--- src/rtl/multicycle_ctrl.sv ---
// Multicycle RISC-V style control unit: Moore FSM plus ALU and immediate decoders.
// Optional feature macro: CTRL_ILLEGAL_TRAP_EN (unknown opcodes park in TRAP until reset).
module multicycle_ctrl (
  input  logic        clk,
  input  logic        rst_n,
  input  logic [31:0] instr,
  input  logic        zero,
  input  logic        mem_ready,
  output logic        mem_req,
  output logic        mem_write,
  output logic        ir_write,
  output logic        pc_write,
  output logic        reg_write,
  output logic        adr_src,
  output logic [1:0]  result_src,
  output logic [1:0]  alu_src_a,
  output logic [1:0]  alu_src_b,
  output logic [1:0]  imm_src,
  output logic [2:0]  alu_control,
  output logic [3:0]  state,
  output logic        illegal
);

  typedef enum logic [3:0] {
    S_FETCH    = 4'd0,
    S_DECODE   = 4'd1,
    S_MEMADR   = 4'd2,
    S_MEMREAD  = 4'd3,
    S_MEMWB    = 4'd4,
    S_MEMWRITE = 4'd5,
    S_EXECR    = 4'd6,
    S_ALUWB    = 4'd7,
    S_EXECI    = 4'd8,
    S_JAL      = 4'd9,
    S_BEQ      = 4'd10,
    S_TRAP     = 4'd11
  } state_t;

  localparam logic [6:0] OP_LW  = 7'b0000011;
  localparam logic [6:0] OP_SW  = 7'b0100011;
  localparam logic [6:0] OP_R   = 7'b0110011;
  localparam logic [6:0] OP_I   = 7'b0010011;
  localparam logic [6:0] OP_JAL = 7'b1101111;
  localparam logic [6:0] OP_BEQ = 7'b1100011;

  state_t     r_state;
  state_t     w_next;
  logic [6:0] w_op;
  logic [2:0] w_funct3;
  logic       w_funct7b5;
  logic       w_pc_update;
  logic       w_branch;
  logic [1:0] w_alu_op;
  logic [1:0] w_imm;
  logic       w_unused_instr;

  assign w_op           = instr[6:0];
  assign w_funct3       = instr[14:12];
  assign w_funct7b5     = instr[30];
  assign w_unused_instr = ^{instr[31], instr[29:15], instr[11:7]};

  // State register; reset aborts any access in flight and restarts fetch.
  always_ff @(posedge clk or negedge rst_n) begin
    if (!rst_n) begin
      r_state <= S_FETCH;
    end else begin
      r_state <= w_next;
    end
  end

  // Next-state logic; mem_ready only matters in the three memory-wait states.
  always_comb begin
    w_next = r_state;
    case (r_state)
      S_FETCH:    w_next = mem_ready ? S_DECODE : S_FETCH;
      S_DECODE: begin
        case (w_op)
          OP_LW, OP_SW: w_next = S_MEMADR;
          OP_R:         w_next = S_EXECR;
          OP_I:         w_next = S_EXECI;
          OP_JAL:       w_next = S_JAL;
          OP_BEQ:       w_next = S_BEQ;
`ifdef CTRL_ILLEGAL_TRAP_EN
          default:      w_next = S_TRAP;
`else
          default:      w_next = S_FETCH;
`endif
        endcase
      end
      S_MEMADR:   w_next = w_op[5] ? S_MEMWRITE : S_MEMREAD;
      S_MEMREAD:  w_next = mem_ready ? S_MEMWB : S_MEMREAD;
      S_MEMWB:    w_next = S_FETCH;
      S_MEMWRITE: w_next = mem_ready ? S_FETCH : S_MEMWRITE;
      S_EXECR:    w_next = S_ALUWB;
      S_EXECI:    w_next = S_ALUWB;
      S_ALUWB:    w_next = S_FETCH;
      S_JAL:      w_next = S_ALUWB;
      S_BEQ:      w_next = S_FETCH;
`ifdef CTRL_ILLEGAL_TRAP_EN
      S_TRAP:     w_next = S_TRAP;
`else
      S_TRAP:     w_next = S_FETCH;
`endif
      default:    w_next = S_FETCH;
    endcase
  end

  // Per-state control decode; FETCH strobes wait for the instruction to arrive.
  always_comb begin
    mem_req     = 1'b0;
    mem_write   = 1'b0;
    ir_write    = 1'b0;
    reg_write   = 1'b0;
    adr_src     = 1'b0;
    result_src  = 2'b00;
    alu_src_a   = 2'b00;
    alu_src_b   = 2'b00;
    w_pc_update = 1'b0;
    w_branch    = 1'b0;
    w_alu_op    = 2'b00;
    case (r_state)
      S_FETCH: begin
        mem_req = 1'b1;
        if (mem_ready) begin
          ir_write    = 1'b1;
          w_pc_update = 1'b1;
          alu_src_b   = 2'b10;
          result_src  = 2'b10;
        end else begin
          ir_write    = 1'b0;
        end
      end
      S_DECODE: begin
        alu_src_a = 2'b01;
        alu_src_b = 2'b01;
      end
      S_MEMADR: begin
        alu_src_a = 2'b10;
        alu_src_b = 2'b01;
      end
      S_MEMREAD: begin
        mem_req = 1'b1;
        adr_src = 1'b1;
      end
      S_MEMWB: begin
        result_src = 2'b01;
        reg_write  = 1'b1;
      end
      S_MEMWRITE: begin
        mem_req   = 1'b1;
        mem_write = 1'b1;
        adr_src   = 1'b1;
      end
      S_EXECR: begin
        alu_src_a = 2'b10;
        w_alu_op  = 2'b10;
      end
      S_EXECI: begin
        alu_src_a = 2'b10;
        alu_src_b = 2'b01;
        w_alu_op  = 2'b10;
      end
      S_ALUWB:  reg_write = 1'b1;
      S_JAL: begin
        alu_src_a   = 2'b01;
        alu_src_b   = 2'b10;
        w_pc_update = 1'b1;
      end
      S_BEQ: begin
        alu_src_a = 2'b10;
        w_alu_op  = 2'b01;
        w_branch  = 1'b1;
      end
      default: mem_req = 1'b0;
    endcase
  end

  // Immediate format follows the opcode regardless of state.
  always_comb begin
    w_imm = 2'b00;
    case (w_op)
      OP_SW:   w_imm = 2'b01;
      OP_BEQ:  w_imm = 2'b10;
      OP_JAL:  w_imm = 2'b11;
      default: w_imm = 2'b00;
    endcase
  end

  // ALU function select; only R-type (op[5]=1) turns funct7b5 into a subtract.
  always_comb begin
    alu_control = 3'b000;
    case (w_alu_op)
      2'b01: alu_control = 3'b001;
      2'b10: begin
        case (w_funct3)
          3'b000:  alu_control = (w_op[5] & w_funct7b5) ? 3'b001 : 3'b000;
          3'b010:  alu_control = 3'b101;
          3'b110:  alu_control = 3'b011;
          3'b111:  alu_control = 3'b010;
          default: alu_control = 3'b000;
        endcase
      end
      default: alu_control = 3'b000;
    endcase
  end

  assign imm_src  = (r_state == S_TRAP) ? 2'b00 : w_imm;
  assign pc_write = w_pc_update | (w_branch & zero);
  assign state    = r_state;

`ifdef CTRL_ILLEGAL_TRAP_EN
  assign illegal = (r_state == S_TRAP);
`else
  assign illegal = 1'b0;
`endif

endmodule

--- config.mk ---
export PLATFORM = sky130hd
export DESIGN_NAME = multicycle_ctrl
export DESIGN_NICKNAME = d
export VERILOG_FILES = /design/src/rtl/multicycle_ctrl.sv
export SDC_FILE = /design/constraint.sdc
export NUM_CORES = 1
export LEC_CHECK = 0
export BUFFER_PORTS_ARGS = -buffer_cell sky130_fd_sc_hd__buf_2
export CAP_MARGIN = 10
export CELL_PAD_IN_SITES_DETAIL_PLACEMENT = 1
export CELL_PAD_IN_SITES_GLOBAL_PLACEMENT = 1
export CORE_UTILIZATION = 27
export CTS_BUF_LIST = sky130_fd_sc_hd__clkbuf_2 sky130_fd_sc_hd__clkbuf_4 sky130_fd_sc_hd__clkbuf_8
export DETAILED_ROUTE_END_ITERATION = 10
export GPL_TIMING_DRIVEN = 0
export PLACE_DENSITY_LB_ADDON = 0.1
export SYNTH_ARGS = -nofsm -noshare
export SYNTH_HDL_FRONTEND = slang
export SYNTH_SLANG_ARGS = --single-unit
--- constraint.sdc ---
create_clock -name clk -period 3.5 [get_ports clk]
set_clock_uncertainty 0.05 [all_clocks]
set_input_delay 0.35 -clock clk [delete_from_list [all_inputs] [get_ports clk]]
set_output_delay 0.35 -clock clk [all_outputs]
set_load 0.005 [all_outputs]
# After elaboration in Yosys (flattened, before gate mapping)
# Index checks and enable logic that the tools add are counted.
dict set report totals {
  output_inout_bits 22
  in_bits 36
  elab_cells 61
  ff_bits 4
}
dict set report op_classes {
  n_eq_ne 22
  n_bitwise 3
  reduce_logical 11
  muxes 24
}
# operator count
set op_table {}
lappend op_table {{$pmux W4 S6} 1}
lappend op_table {{$pmux W4 S5} 1}
lappend op_table {{$eq A4 B3 Y1 const B} 4}
lappend op_table {{$eq A4 B4 Y1 const B} 4}
lappend op_table {{$eq A7 B6 Y1 const B} 2}
lappend op_table {{$eq A7 B7 Y1 const B} 2}
lappend op_table {{$pmux W2 S2} 3}
lappend op_table {{$pmux W2 S3} 2}
lappend op_table {{$pmux W3 S4} 1}
lappend op_table {{$reduce_or A2 Y1} 5}
lappend op_table {{$mux W1} 9}
lappend op_table {{$mux W3} 3}
lappend op_table {{$reduce_or A3 Y1} 3}
lappend op_table {{$eq A4 B2 Y1 const B} 2}
lappend op_table {{$eq A7 B2 Y1 const B} 1}
lappend op_table {{$eq A7 B5 Y1 const B} 1}
lappend op_table {{$eq A3 B3 Y1 const B} 2}
lappend op_table {{$pmux W3 S2} 1}
lappend op_table {{$eq A4 B1 Y1 const B} 1}
lappend op_table {{$logic_not A4 Y1} 1}
lappend op_table {{$mux W2} 2}
lappend op_table {{$reduce_or A4 Y1} 1}
lappend op_table {{$eq A3 B2 Y1 const B} 1}
lappend op_table {{$logic_not A3 Y1} 1}
lappend op_table {{other kinds (5)} 6}

# Depth between registers and ports, before layout
dict set report logic_depth {
  word_depth 5
  mapped_depth 9
  depth_no_buf 9
}

# Worst setup path after synthesis
# No wires, ideal clock.
dict set report synth_path {
  kind {register -> output}
  start {register r_state[2] (netlist: state[2])}
  end {output alu_control[2]}
  stages_incl_launch_ff 6
  setup_slack_ns 1.569
  t_arrival_ns 1.531
  required_ns 3.100
  path_buffers 0
  path_cell_list {dfrtp_1 > nor2b_2 > nand2b_1 > a21o_1 > ha_1 > nor4_1}
}
dict set report synth_via {
  elab_chain_len 5
  word_cells_on_any_way 8
  cone_classes {eq/ne: 5; mux: 2; reduce/logical: 1}
}
# element line
set synth_lines {}
lappend synth_lines {{from (decl)} 46} ;# state_t r_state;
lappend synth_lines {{from (signal assigned)} 67} ;# r_state <= w_next;
lappend synth_lines {{$eq A4 B4 Y1 or $eq A4 B3 Y1 (tied branches)} 121} ;# case (r_state)
lappend synth_lines {{$reduce_or A2 Y1 (no source line)} --}
lappend synth_lines {{$pmux W2 S2 *} 121}
lappend synth_lines {{$eq A2 B2 Y1 or $eq A2 B1 Y1 (tied branches)} 192} ;# case (w_alu_op)
lappend synth_lines {{$pmux W3 S2 *} 192}
lappend synth_lines {{to (decl)} 19} ;# output logic [2:0] alu_control,
# Every way passes the cells marked *; elsewhere a longest branch is shown, timed or not.

# Worst setup path after layout
dict set report layout_path {
  start {register r_state[3] (netlist: state[3])}
  end {output alu_control[0]}
}
# The elaborated chain is that of the path after synthesis.

==> key figures <==
Run status
  • Status: completed

Layout
  • Area added between synthesis and finish: 36.6%
  • Antenna cells: 0
  • Layout cell share with drive strength beyond 1: 42.2%
  • # fillers: 318
  • Non-filler cells, final: 156
  • Max reg flops: 4
  • Nets: 168

Floorplanning
  • Starting Density: 29.4%
  • Die width: 51.6 µm
  • Io pins: 58
  • Die Y: 51.6 µm
  • Core box area: 2250 µm²
  • Die footprint: 2660 µm²
  • # rows: 17

Synth
  • Synth top area share: 15.1%
  • Syn Area/Cell: 7.45 µm²
  • Post-synth EDFFs: 0
  • Commonest cells in the netlist: nor2_1, nand2_1, nand2b_1
  • Cell area after synthesis: 663 µm²
  • Syn Nets: 127
  • Post-synth ARST share: 100%
  • Mapped Cells: 89
  • Area leader, netlist: dfrtp_1
  • Top-count cell post-synth: nor2_1
  • Synth area leaders: dfrtp_1, nor2_1, nand2b_1
  • Netlist cell types: 41
  • Seq/Total Area, Yosys: 15.1%
  • Top_reg_cell synth: dfrtp_1
  • Ys Warns: 0
  • #FFs+latches synth: 4

Worst setup path
  • CP Cell Sequence: nor2b_2 > nand2b_1 > a21o_1 > inv_2 > ha_1 > nand3_1 > nor3_1 > nor3_1 > nor2_1 > buf_2
  • CP endpoint kind: output pin
  • Worst path required time: 3.10 ns
  • CP max FO: 6
  • Worst path max stage delay: 0.41 ns
  • Most Frequent Cell on Critical Path: nor3_1
  • Slowest cell on crit path: dfrtp_1
  • WS Path Type: flip-flop to output pin
  • Critical Path Start Type: flip-flop
  • Worst Path Arrival: 1.98 ns

Routing
  • WL/cell: 12.3 µm
  • DRC violations left: 0
  • Vias per std cell: 5.00
  • Antenna viol nets, final: 0
  • Vias after detailed routing: 780
  • DRT iter0 DRCs: 2
  • Final wirelength: 1920 µm
  • DRT Pass-1 Iters: 3

CTS
  • CTS root buf: clkbuf_4
  • CTS clock-pin slew for the worst setup and hold paths: 0.04 ns
  • CTS tree: built
  • Num CTS Buffers: 3
  • Max clock buf depth: 2
  • Clock sink count: 4
  • H-tree depth: 1
  • Post-CTS Setup Bufs: 0
  • Worst-skew pair later-pin latency: 0.23 ns
  • Resize count post-CTS: 0

Placement
  • Gp weighted congestion: 0.743
  • Dpl hpwl: 1540 µm
  • Inst Count DP: 152
  • Port bufs: 35

Power and ir drop
  • Max VDD drop: 0.193 mV
  • Pwr Density: 338 nW/µm²
  • Pleak: 0.469 nW

Timing
  • Final setup violation count: 0
  • Final hold viol count: 0
  • Final period util: 67.9%
  • Setup TNS: 0 ns
  • Fin crit period: 2.38 ns
  • Max Clk Rate: 0.421 GHz
  • Final Max Slew Viols: 0
  • Unrepaired setup endpoints after global routing: no

Global route
  • Tot GR Track Use: 16.5%
  • Initial antenna violation count: 0
  • Total grt overflow: 0
  • First-pass GRT wire length: 3360 µm
  • Pin count of the biggest net entering global routing: 11
  • Number of global-route vias before repair: 784

Worst hold path
  • Worst hold path class: input pin to async pin

Job
  • Max cap viols: 0
[area by class of cell]
class	instances	area, µm²	share of cell area (%)
repair buffers	36	185	20.4
clock buffers	3	22.5	2.49
inverters	2	7.51	0.829
well taps	28	35.0	3.87
plain buffers	7	51.3	5.66
multi-input cells	76	504	55.7
flip-flops and latches	4	100	11.0
[worst paths after layout]
path / slack [ns] / depth (start not counted) / end / start
setup / recovery: 1.12 / 10 / alu_control[0] / state[3]$_DFF_PN0_
min in group clk: 0.43 / 3 / state[2]$_DFF_PN0_ / instr[5]
hold reg to reg: 0.77 / 2 / state[2]$_DFF_PN0_ / state[1]$_DFF_PN0_
hold / removal: 0.43 / 2 / state[1]$_DFF_PN0_ / rst_n
setup reg to reg: 2.17 / 4 / state[1]$_DFF_PN0_ / state[3]$_DFF_PN0_
max in group asynchronous: 2.85 / 2 / state[0]$_DFF_PN0_ / rst_n
[metrics by stage]
step	power (W)	cell area [µm²]	setup WS [ns]	hold WS, ns	util, %
2_1_floorplan	0.000183	663	1.57	0.00441	-
3_3_place_gp	0.000251	873	1.36	0.104	38.7
3_5_place_dp	0.000253	873	1.34	0.109	38.7
4_1_cts	0.000312	906	1.08	0.405	40.2
5_1_grt	0.000336	906	0.965	0.445	40.2
6_report	0.000306	906	1.12	0.426	40.2
[per-layer routing]
| layer | track usage, % | wire length [µm] | share of wire, % |
|---|---|---|---|
| met5 | 0 | 0 | 0 |
| met3 | 1.75 | 75 | 3.9 |
| met4 | 2.70 | 0 | 0 |
| met2 | 30.1 | 983 | 51 |
| met1 | 20.9 | 857 | 45 |
[power by group]
part	total [W]	internal, W	switching (W)
combinational	0.000189	0.0000929	0.0000965
clock	0.0000558	0.0000383	0.0000175
sequential	0.0000610	0.0000529	0.00000815
[critical path, delay by kind of cell (launching register included)]
family                   cells  cell delay, ns
flip-flops                   1            0.41
adder cells (fa/ha/maj)      1            0.18
AO/OA/AOI/OAI                1            0.23
buffers and inverters        2            0.16
AND/OR/NAND/NOR              6            0.78
[placed cells by master, fill, tap and decap left out, types with 2 or more instances in the layout]
cell,n
nor2_1,15
xnor2_1,2
nand3_1,2
nand2b_1,7
and3_1,2
nor3_1,4
nor3b_1,2
dfrtp_1,4
nand2_1,7
a21oi_1,4
a21o_1,3
nand3b_1,2
and4bb_1,2
buf_2,37
clkbuf_4,3
buf_4,4
ha_1,2
[repair_timing]
action	4_1_cts	5_1_grt
endpoints found under the hold margin	4	0
endpoints found under the setup margin	0	0
hold buffers	1	0
[cell families after synthesis]
family | share of synthesized area, %
AO/OA/AOI/OAI | 25.3
XOR/XNOR | 3.96
adder cells (fa/ha/maj) | 3.77
buffers and inverters | 8.87
flip-flops | 15.1
other | 0.565
AND/OR/NAND/NOR | 42.5
(Power assumes the default switching activity.)
